<file path="config.mk">
export PLATFORM = sky130hd
export DESIGN_NAME = writeback_regfile
export DESIGN_NICKNAME = d
export VERILOG_FILES = /design/src/rtl/pa_wb_pkg.sv /design/src/rtl/wb_scoreboard.sv /design/src/rtl/writeback_regfile.sv
export SDC_FILE = /design/constraint.sdc
export NUM_CORES = 2
export LEC_CHECK = 0
export CORE_ASPECT_RATIO = 0.5
export CORE_MARGIN = 5
export CORE_UTILIZATION = 52
export CTS_CLUSTER_DIAMETER = 80
export DETAILED_ROUTE_END_ITERATION = 10
export PLACE_DENSITY_LB_ADDON = 0.2
export RECOVER_POWER = 25
export SYNTH_ARGS = -nofsm -noshare
export SYNTH_HDL_FRONTEND = slang
export SYNTH_SLANG_ARGS = --single-unit
</file>
<file path="constraint.sdc">
create_clock -name clock_i -period 54.7 [get_ports clock_i]
set_input_delay 16.41 -clock clock_i [delete_from_list [all_inputs] [get_ports clock_i]]
set_output_delay 16.41 -clock clock_i [all_outputs]
set_load 0.05 [all_outputs]
</file>
<file path="src/rtl/pa_wb_pkg.sv">
// Shared writeback types and sizing for the writeback FIFO and register file.
// Both ends of the FIFO use the wb_t bundle.
package pa_wb_pkg;

    localparam int REG_ADDR_W = 5;
    localparam int DATA_W     = 16;
    localparam int STATUS_W   = 2;
    localparam int NUM_REGS   = 32;
    localparam int PEND_W     = 2;
    localparam int RD_PORTS   = 4;

    typedef struct packed {
        logic                  en;
        logic [REG_ADDR_W-1:0] addr;
        logic [DATA_W-1:0]     data;
        logic [STATUS_W-1:0]   status;
    } wb_t;

endpackage

</file>
<file path="src/rtl/wb_scoreboard.sv">
// Per-register outstanding-producer counters for RAW hazard detection.
// It also holds the reservation ready logic and the sticky orphan-writeback flag.
module wb_scoreboard
    import pa_wb_pkg::*;
#(
    parameter int NUM_REGS = pa_wb_pkg::NUM_REGS,
    parameter int PEND_W   = pa_wb_pkg::PEND_W
) (
    input  logic                  clock_i,
    input  logic                  reset_i,
    input  wb_t                   wbA_i,
    input  wb_t                   wbB_i,
    input  logic                  reserveA_i,
    input  logic                  reserveB_i,
    input  logic [REG_ADDR_W-1:0] reserveAddrA_i,
    input  logic [REG_ADDR_W-1:0] reserveAddrB_i,
    output logic                  reserveReadyA_o,
    output logic                  reserveReadyB_o,
    input  logic [REG_ADDR_W-1:0] readAddr_i [RD_PORTS],
    output logic                  readPending_o [RD_PORTS],
    output logic                  error_o
);

    localparam logic [PEND_W:0] CNT_MAX = (PEND_W+1)'((1 << PEND_W) - 1);

    logic [PEND_W-1:0] cnt_q [NUM_REGS];
    logic [PEND_W-1:0] cnt_d [NUM_REGS];
    logic              error_q, error_d;
    logic              accA, accB, sameRes;
    logic [PEND_W:0]   cntB;

    // Ready deliberately ignores same-cycle writeback decrements.
    assign reserveReadyA_o = {1'b0, cnt_q[reserveAddrA_i]} < CNT_MAX;
    assign sameRes = reserveA_i && reserveReadyA_o
                  && (reserveAddrA_i == reserveAddrB_i);
    assign cntB = {1'b0, cnt_q[reserveAddrB_i]} + (PEND_W+1)'(sameRes);
    assign reserveReadyB_o = cntB < CNT_MAX;
    assign accA = reserveA_i && reserveReadyA_o;
    assign accB = reserveB_i && reserveReadyB_o;
    assign error_o = error_q;

    always_comb begin
        for (int p = 0; p < RD_PORTS; p++) begin
            logic [PEND_W:0] hits;
            hits = (PEND_W+1)'(wbA_i.en && wbA_i.addr == readAddr_i[p])
                 + (PEND_W+1)'(wbB_i.en && wbB_i.addr == readAddr_i[p]);
            readPending_o[p] = {1'b0, cnt_q[readAddr_i[p]]} > hits;
        end
    end

    always_comb begin
        error_d = error_q;
        for (int r = 0; r < NUM_REGS; r++) begin
            logic [PEND_W:0] res, wbs, cur, dec;
            res = (PEND_W+1)'(accA && reserveAddrA_i == REG_ADDR_W'(r))
                + (PEND_W+1)'(accB && reserveAddrB_i == REG_ADDR_W'(r));
            wbs = (PEND_W+1)'(wbA_i.en && wbA_i.addr == REG_ADDR_W'(r))
                + (PEND_W+1)'(wbB_i.en && wbB_i.addr == REG_ADDR_W'(r));
            cur = {1'b0, cnt_q[r]};
            // Orphan writebacks are dropped from the count, never wrap it.
            dec = (wbs > cur) ? cur : wbs;
            if (wbs > cur) error_d = 1'b1;
            cnt_d[r] = PEND_W'(cur - dec + res);
        end
    end

    always_ff @(posedge clock_i or posedge reset_i) begin
        if (reset_i) begin
            for (int r = 0; r < NUM_REGS; r++) cnt_q[r] <= '0;
            error_q <= 1'b0;
        end else begin
            cnt_q   <= cnt_d;
            error_q <= error_d;
        end
    end

endmodule

</file>
<file path="src/rtl/writeback_regfile.sv">
// Architectural register file with dual writeback, bypassed reads and status.
// Producer tracking is delegated to wb_scoreboard.
module writeback_regfile
    import pa_wb_pkg::*;
#(
    parameter int NUM_REGS = pa_wb_pkg::NUM_REGS,
    parameter int DATA_W   = pa_wb_pkg::DATA_W,
    parameter int PEND_W   = pa_wb_pkg::PEND_W
) (
    input  logic                  clock_i,
    input  logic                  reset_i,
    input  logic                  enableA_i,
    input  logic                  enableB_i,
    input  logic [REG_ADDR_W-1:0] AddressA_i,
    input  logic [REG_ADDR_W-1:0] AddressB_i,
    input  logic [DATA_W-1:0]     DataA_i,
    input  logic [DATA_W-1:0]     DataB_i,
    input  logic [STATUS_W-1:0]   statusA_i,
    input  logic [STATUS_W-1:0]   statusB_i,
    input  logic                  reserveA_i,
    input  logic                  reserveB_i,
    input  logic [REG_ADDR_W-1:0] reserveAddrA_i,
    input  logic [REG_ADDR_W-1:0] reserveAddrB_i,
    output logic                  reserveReadyA_o,
    output logic                  reserveReadyB_o,
    input  logic [REG_ADDR_W-1:0] readAddr0_i,
    input  logic [REG_ADDR_W-1:0] readAddr1_i,
    input  logic [REG_ADDR_W-1:0] readAddr2_i,
    input  logic [REG_ADDR_W-1:0] readAddr3_i,
    output logic [DATA_W-1:0]     readData0_o,
    output logic [DATA_W-1:0]     readData1_o,
    output logic [DATA_W-1:0]     readData2_o,
    output logic [DATA_W-1:0]     readData3_o,
    output logic                  readPending0_o,
    output logic                  readPending1_o,
    output logic                  readPending2_o,
    output logic                  readPending3_o,
    output logic [STATUS_W-1:0]   status_o,
    output logic                  error_o
);

    wb_t                   wbA, wbB;
    logic [REG_ADDR_W-1:0] rdAddr [RD_PORTS];
    logic [DATA_W-1:0]     rdData [RD_PORTS];
    logic                  rdPend [RD_PORTS];
    logic [DATA_W-1:0]     regs_q [NUM_REGS];
    logic [DATA_W-1:0]     regs_d [NUM_REGS];
    logic [STATUS_W-1:0]   status_q, status_d;

    assign wbA = '{en: enableA_i, addr: AddressA_i,
                   data: DataA_i, status: statusA_i};
    assign wbB = '{en: enableB_i, addr: AddressB_i,
                   data: DataB_i, status: statusB_i};

    assign rdAddr[0] = readAddr0_i;
    assign rdAddr[1] = readAddr1_i;
    assign rdAddr[2] = readAddr2_i;
    assign rdAddr[3] = readAddr3_i;
    assign readData0_o = rdData[0];
    assign readData1_o = rdData[1];
    assign readData2_o = rdData[2];
    assign readData3_o = rdData[3];
    assign readPending0_o = rdPend[0];
    assign readPending1_o = rdPend[1];
    assign readPending2_o = rdPend[2];
    assign readPending3_o = rdPend[3];
    assign status_o = status_q;

    // B is the younger FIFO entry, so it wins both bypass and write.
    always_comb begin
        for (int p = 0; p < RD_PORTS; p++) begin
            if (wbB.en && wbB.addr == rdAddr[p])      rdData[p] = wbB.data;
            else if (wbA.en && wbA.addr == rdAddr[p]) rdData[p] = wbA.data;
            else                                      rdData[p] = regs_q[rdAddr[p]];
        end
    end

    always_comb begin
        regs_d   = regs_q;
        status_d = status_q;
        if (wbA.en) begin
            regs_d[wbA.addr] = wbA.data;
            status_d         = wbA.status;
        end
        if (wbB.en) begin
            regs_d[wbB.addr] = wbB.data;
            status_d         = wbB.status;
        end
    end

    always_ff @(posedge clock_i or posedge reset_i) begin
        if (reset_i) begin
            for (int r = 0; r < NUM_REGS; r++) regs_q[r] <= '0;
            status_q <= '0;
        end else begin
            regs_q   <= regs_d;
            status_q <= status_d;
        end
    end

    wb_scoreboard #(
        .NUM_REGS (NUM_REGS),
        .PEND_W   (PEND_W)
    ) u_scoreboard (
        .clock_i         (clock_i),
        .reset_i         (reset_i),
        .wbA_i           (wbA),
        .wbB_i           (wbB),
        .reserveA_i      (reserveA_i),
        .reserveB_i      (reserveB_i),
        .reserveAddrA_i  (reserveAddrA_i),
        .reserveAddrB_i  (reserveAddrB_i),
        .reserveReadyA_o (reserveReadyA_o),
        .reserveReadyB_o (reserveReadyB_o),
        .readAddr_i      (rdAddr),
        .readPending_o   (rdPend),
        .error_o         (error_o)
    );

endmodule

</file>
==> results.json <==
{
  "fin_crit_sh": 0.700,
  "holdPathEnd": "status_o[0]$_DFFE_PP0P_",
  "core_area_um2": 99900,
  "worstMarginPinSlew_ns": 5.02,
  "start_util": 0.523,
  "hold_path.class": "reg -> reg",
  "antenna_left": 0,
  "cp-end-kind": "primary output",
  "antenna_found_initial": 10,
  "fin_crit_ns": 38.27,
  "dieArea_um2": 107000,
  "hold_buffers": 0,
  "outcome": "finished with violations",
  "syn_area_um2": 52200,
  "post_cts_buffers": 0,
  "max-slew-margin-rel": -2.35,
  "firstDrtPassIters": 8,
  "yosysTopAreaCell": "dfrtp_1",
  "cts_buffers": 60,
  "slowest_delay_ns": 0.91,
  "die_h_um": 234,
  "drive_gt1_frac": 0.194,
  "grt_max_degree": 166,
  "min_from": "status_o[0]$_DFFE_PP0P_",
  "setup_viol_count_final": 0,
  "crit_family": "buffers and inverters",
  "cts.clk_slew.worst_paths_ns": 0.06,
  "port_buffers": 154,
  "worstReg2RegEnd": "u_scoreboard.cnt_q[63]$_DFF_PP0_",
  "rows": 82,
  "cts_resized": 0,
  "io_pins": 155,
  "ir_worst_vdd_uv": 30.7,
  "finalNetCount": 5156,
  "avgSynthCellArea_um2": 10.4,
  "final_cell_mix": "648 x mux2i_1, 592 x mux4_2, 579 x dfrtp_1",
  "root_buffer": "clkbuf_16",
  "drc": 0,
  "final_hold_viol_count": 0,
  "finalSetupTns_ns": 0,
  "pwr-share-clk": 0.212,
  "yosysUniqueCellTypes": 52,
  "grt_pass1_wl_mm": 331,
  "holdPathStages": 2,
  "arrival_ns": 21.86,
  "dpl_worst_slack_ns": 16.45,
  "synth.net_count": 5310,
  "gp_congestion": 0.984,
  "fp.dieW_um": 458,
  "crit_path_start_kind": "input port",
  "reg2reg_depth": 16,
  "avgViaCountPerCell": 7.51,
  "crit_slowest_cell": "clkdlybuf4s50_1",
  "clkLatencyLatePin_ns": 0.70,
  "ys_ff_latch": 579,
  "r2r_setup_slack_ns": 49.87,
  "final_common_cell": "mux2i_1",
  "grt_use_total": 0.433,
  "grt-ovfl-total": 0,
  "powerDensity_nw_per_um2": 37.7,
  "maxCapViolations": 5,
  "synth_top_area_share": 0.277,
  "drv_slew": 363,
  "synthCells": 5022,
  "max_freq_mhz": 26.1,
  "worstSetupPathType": "in -> out",
  "p_sw_uw": 864,
  "path_max_fanout": 70,
  "wire_per_inst_um": 37.7,
  "grt_pass1_vias": 44433,
  "via_count": 47086,
  "nFillCells": 8564,
  "area_growth_pct": 8.17,
  "synth_seq_area_share": 0.277,
  "clock_path_buffers": 3,
  "htreeDepth": 2,
  "yosys_warnings": 0,
  "pwr-share-seq": 0.358,
  "cp_cell_sequence": "buf_8 -> buf_4 -> buf_4 -> mux4_2 -> mux4_2 -> mux2_2 -> ha_1 -> a21oi_1 -> a21oi_1 -> clkdlybuf4s50_1",
  "r2r_start": "u_scoreboard.cnt_q[60]$_DFF_PP0_",
  "critPathBufInv": 4,
  "rsz0062_at_grt": "false",
  "skew_ns": 0.0207,
  "wirelength_mm": 236,
  "critPathRequiredTime_ns": 38.29,
  "p_comb_frac": 0.430,
  "p_leak_uw": 0.0227,
  "cts_tree": "built",
  "drtIter0Drc": 8847,
  "swShare": 0.406,
  "violations": "max-capacitance violations, max-slew violations",
  "dp_hpwl_mm": 141,
  "synthTopCellsByArea": "dfrtp_1 28%, mux4_2 26%, mux2i_1 12%",
  "p_int_uw": 1260,
  "cts_sinks": 579,
  "fin_ws_ns": 16.43,
  "total_power_uw": 2130
}
area by class of cell:
type | count | area (µm²) | area share
antenna | 9 | 22.5 | 0.000399
clock buffer | 84 | 1730 | 0.0307
clock inverter | 26 | 278 | 0.00492
inverter | 216 | 812 | 0.0144
multi-input combinational | 3697 | 34800 | 0.615
sequential | 579 | 14500 | 0.256
tap | 1344 | 1680 | 0.0298
timing repair buffer | 314 | 2730 | 0.0483
per-stage QoR:
| stage | instance area [µm²] | instances | utilization | hold WS [ns] |
|---|---|---|---|---|
| 2_1_floorplan | 52200 | 5022 | - | 0.574 |
| 3_3_place_gp | 54500 | 6150 | 0.545 | 0.571 |
| 3_5_place_dp | 54500 | 6150 | 0.545 | 0.582 |
| 4_1_cts | 56500 | 6260 | 0.565 | 0.596 |
| 5_1_grt | 56500 | 6262 | 0.565 | 0.641 |
| 6_report | 56500 | 6269 | 0.565 | 0.589 |
worst reg2reg max path: cells and delay by family (launching register included):
kind / cells / cell delay (ns)
AOI/OAI and AO/OA: 3 / 0.55
adders and majority gates: 3 / 0.80
muxes: 2 / 0.91
and+or+nand+nor: 6 / 1.61
DFF: 1 / 0.53
xor gates and xnor gates: 2 / 0.31
logic make-up (layout without fill, tap and decap cells):
| kind of cell | count (synthesis) | in the layout | share of synthesized area |
|---|---|---|---|
| muxes | 1258 | 1258 | 0.383 |
| and+or+nand+nor | 1139 | 1139 | 0.0943 |
| AOI/OAI and AO/OA | 986 | 986 | 0.111 |
| buffers and inverters | 746 | 640 | 0.0620 |
| DFF | 579 | 579 | 0.277 |
| adders and majority gates | 206 | 206 | 0.0539 |
| xor gates and xnor gates | 108 | 108 | 0.0181 |
| other | 0 | 9 | 0 |
registers in the layout, indices dropped and copies added (netlist names):
signal,cells
u_scoreboard.error_o,1
status_o,2
regs_q,512
u_scoreboard.cnt_q,64
Yosys cell counts, drive strengths merged:
cell type    n
o31ai        7
fa          32
nor3        30
nor4b        1
a21oi      289
or2         10
o21ai      359
nand4b       1
or3          6
o311ai      37
or4b         1
xnor2       56
nor2b       80
mux4       592
or4          2
ha         174
a22oi       18
inv        212
a221o       10
o22ai      120
buf        232
a2bb2oi      2
nand3       48
clkinv       4
mux2        17
o22a        35
a32oi        8
nand2      467
nand2b      21
nor2       421
and2         8
a221oi      24
xor2        52
mux2i      649
clkbuf     298
dfrtp      579
a21o         3
nand4        9
a211oi      74
and3         1
nor4        26
nor3b        7
power by group through the flow:
stage / clock [µW] / sequential (µW) / combinational [µW]
after floorplan: 0 / 678 / 690
after global placement: 0 / 739 / 865
after detailed placement: 0 / 752 / 892
after CTS: 448 / 745 / 896
after global routing: 464 / 774 / 975
final: 451 / 762 / 914
per-layer routing:
layer  wire [µm]  vias to the layer above  global-route usage
li1            -                    18360                   -
met3       43300                     1138               0.235
met1       80800                    22966               0.537
met2       91400                     4605               0.575
met4       20000                       17               0.290
met5         531                        -              0.0334
worst max path at each step:
stage | from | end | slack (ns) | cells after the start
after floorplan | reserveAddrB_i[0] | reserveReadyB_o | 18.78 | 7
after global placement | readAddr3_i[0] | readPending3_o | 16.51 | 10
after detailed placement | readAddr3_i[0] | readPending3_o | 16.45 | 10
after CTS | readAddr3_i[0] | readPending3_o | 16.44 | 10
after global routing | readAddr3_i[0] | readPending3_o | 16.22 | 10
final | readAddr3_i[0] | readPending3_o | 16.43 | 10
No activity file was read; power rests on OpenSTA's default activity.
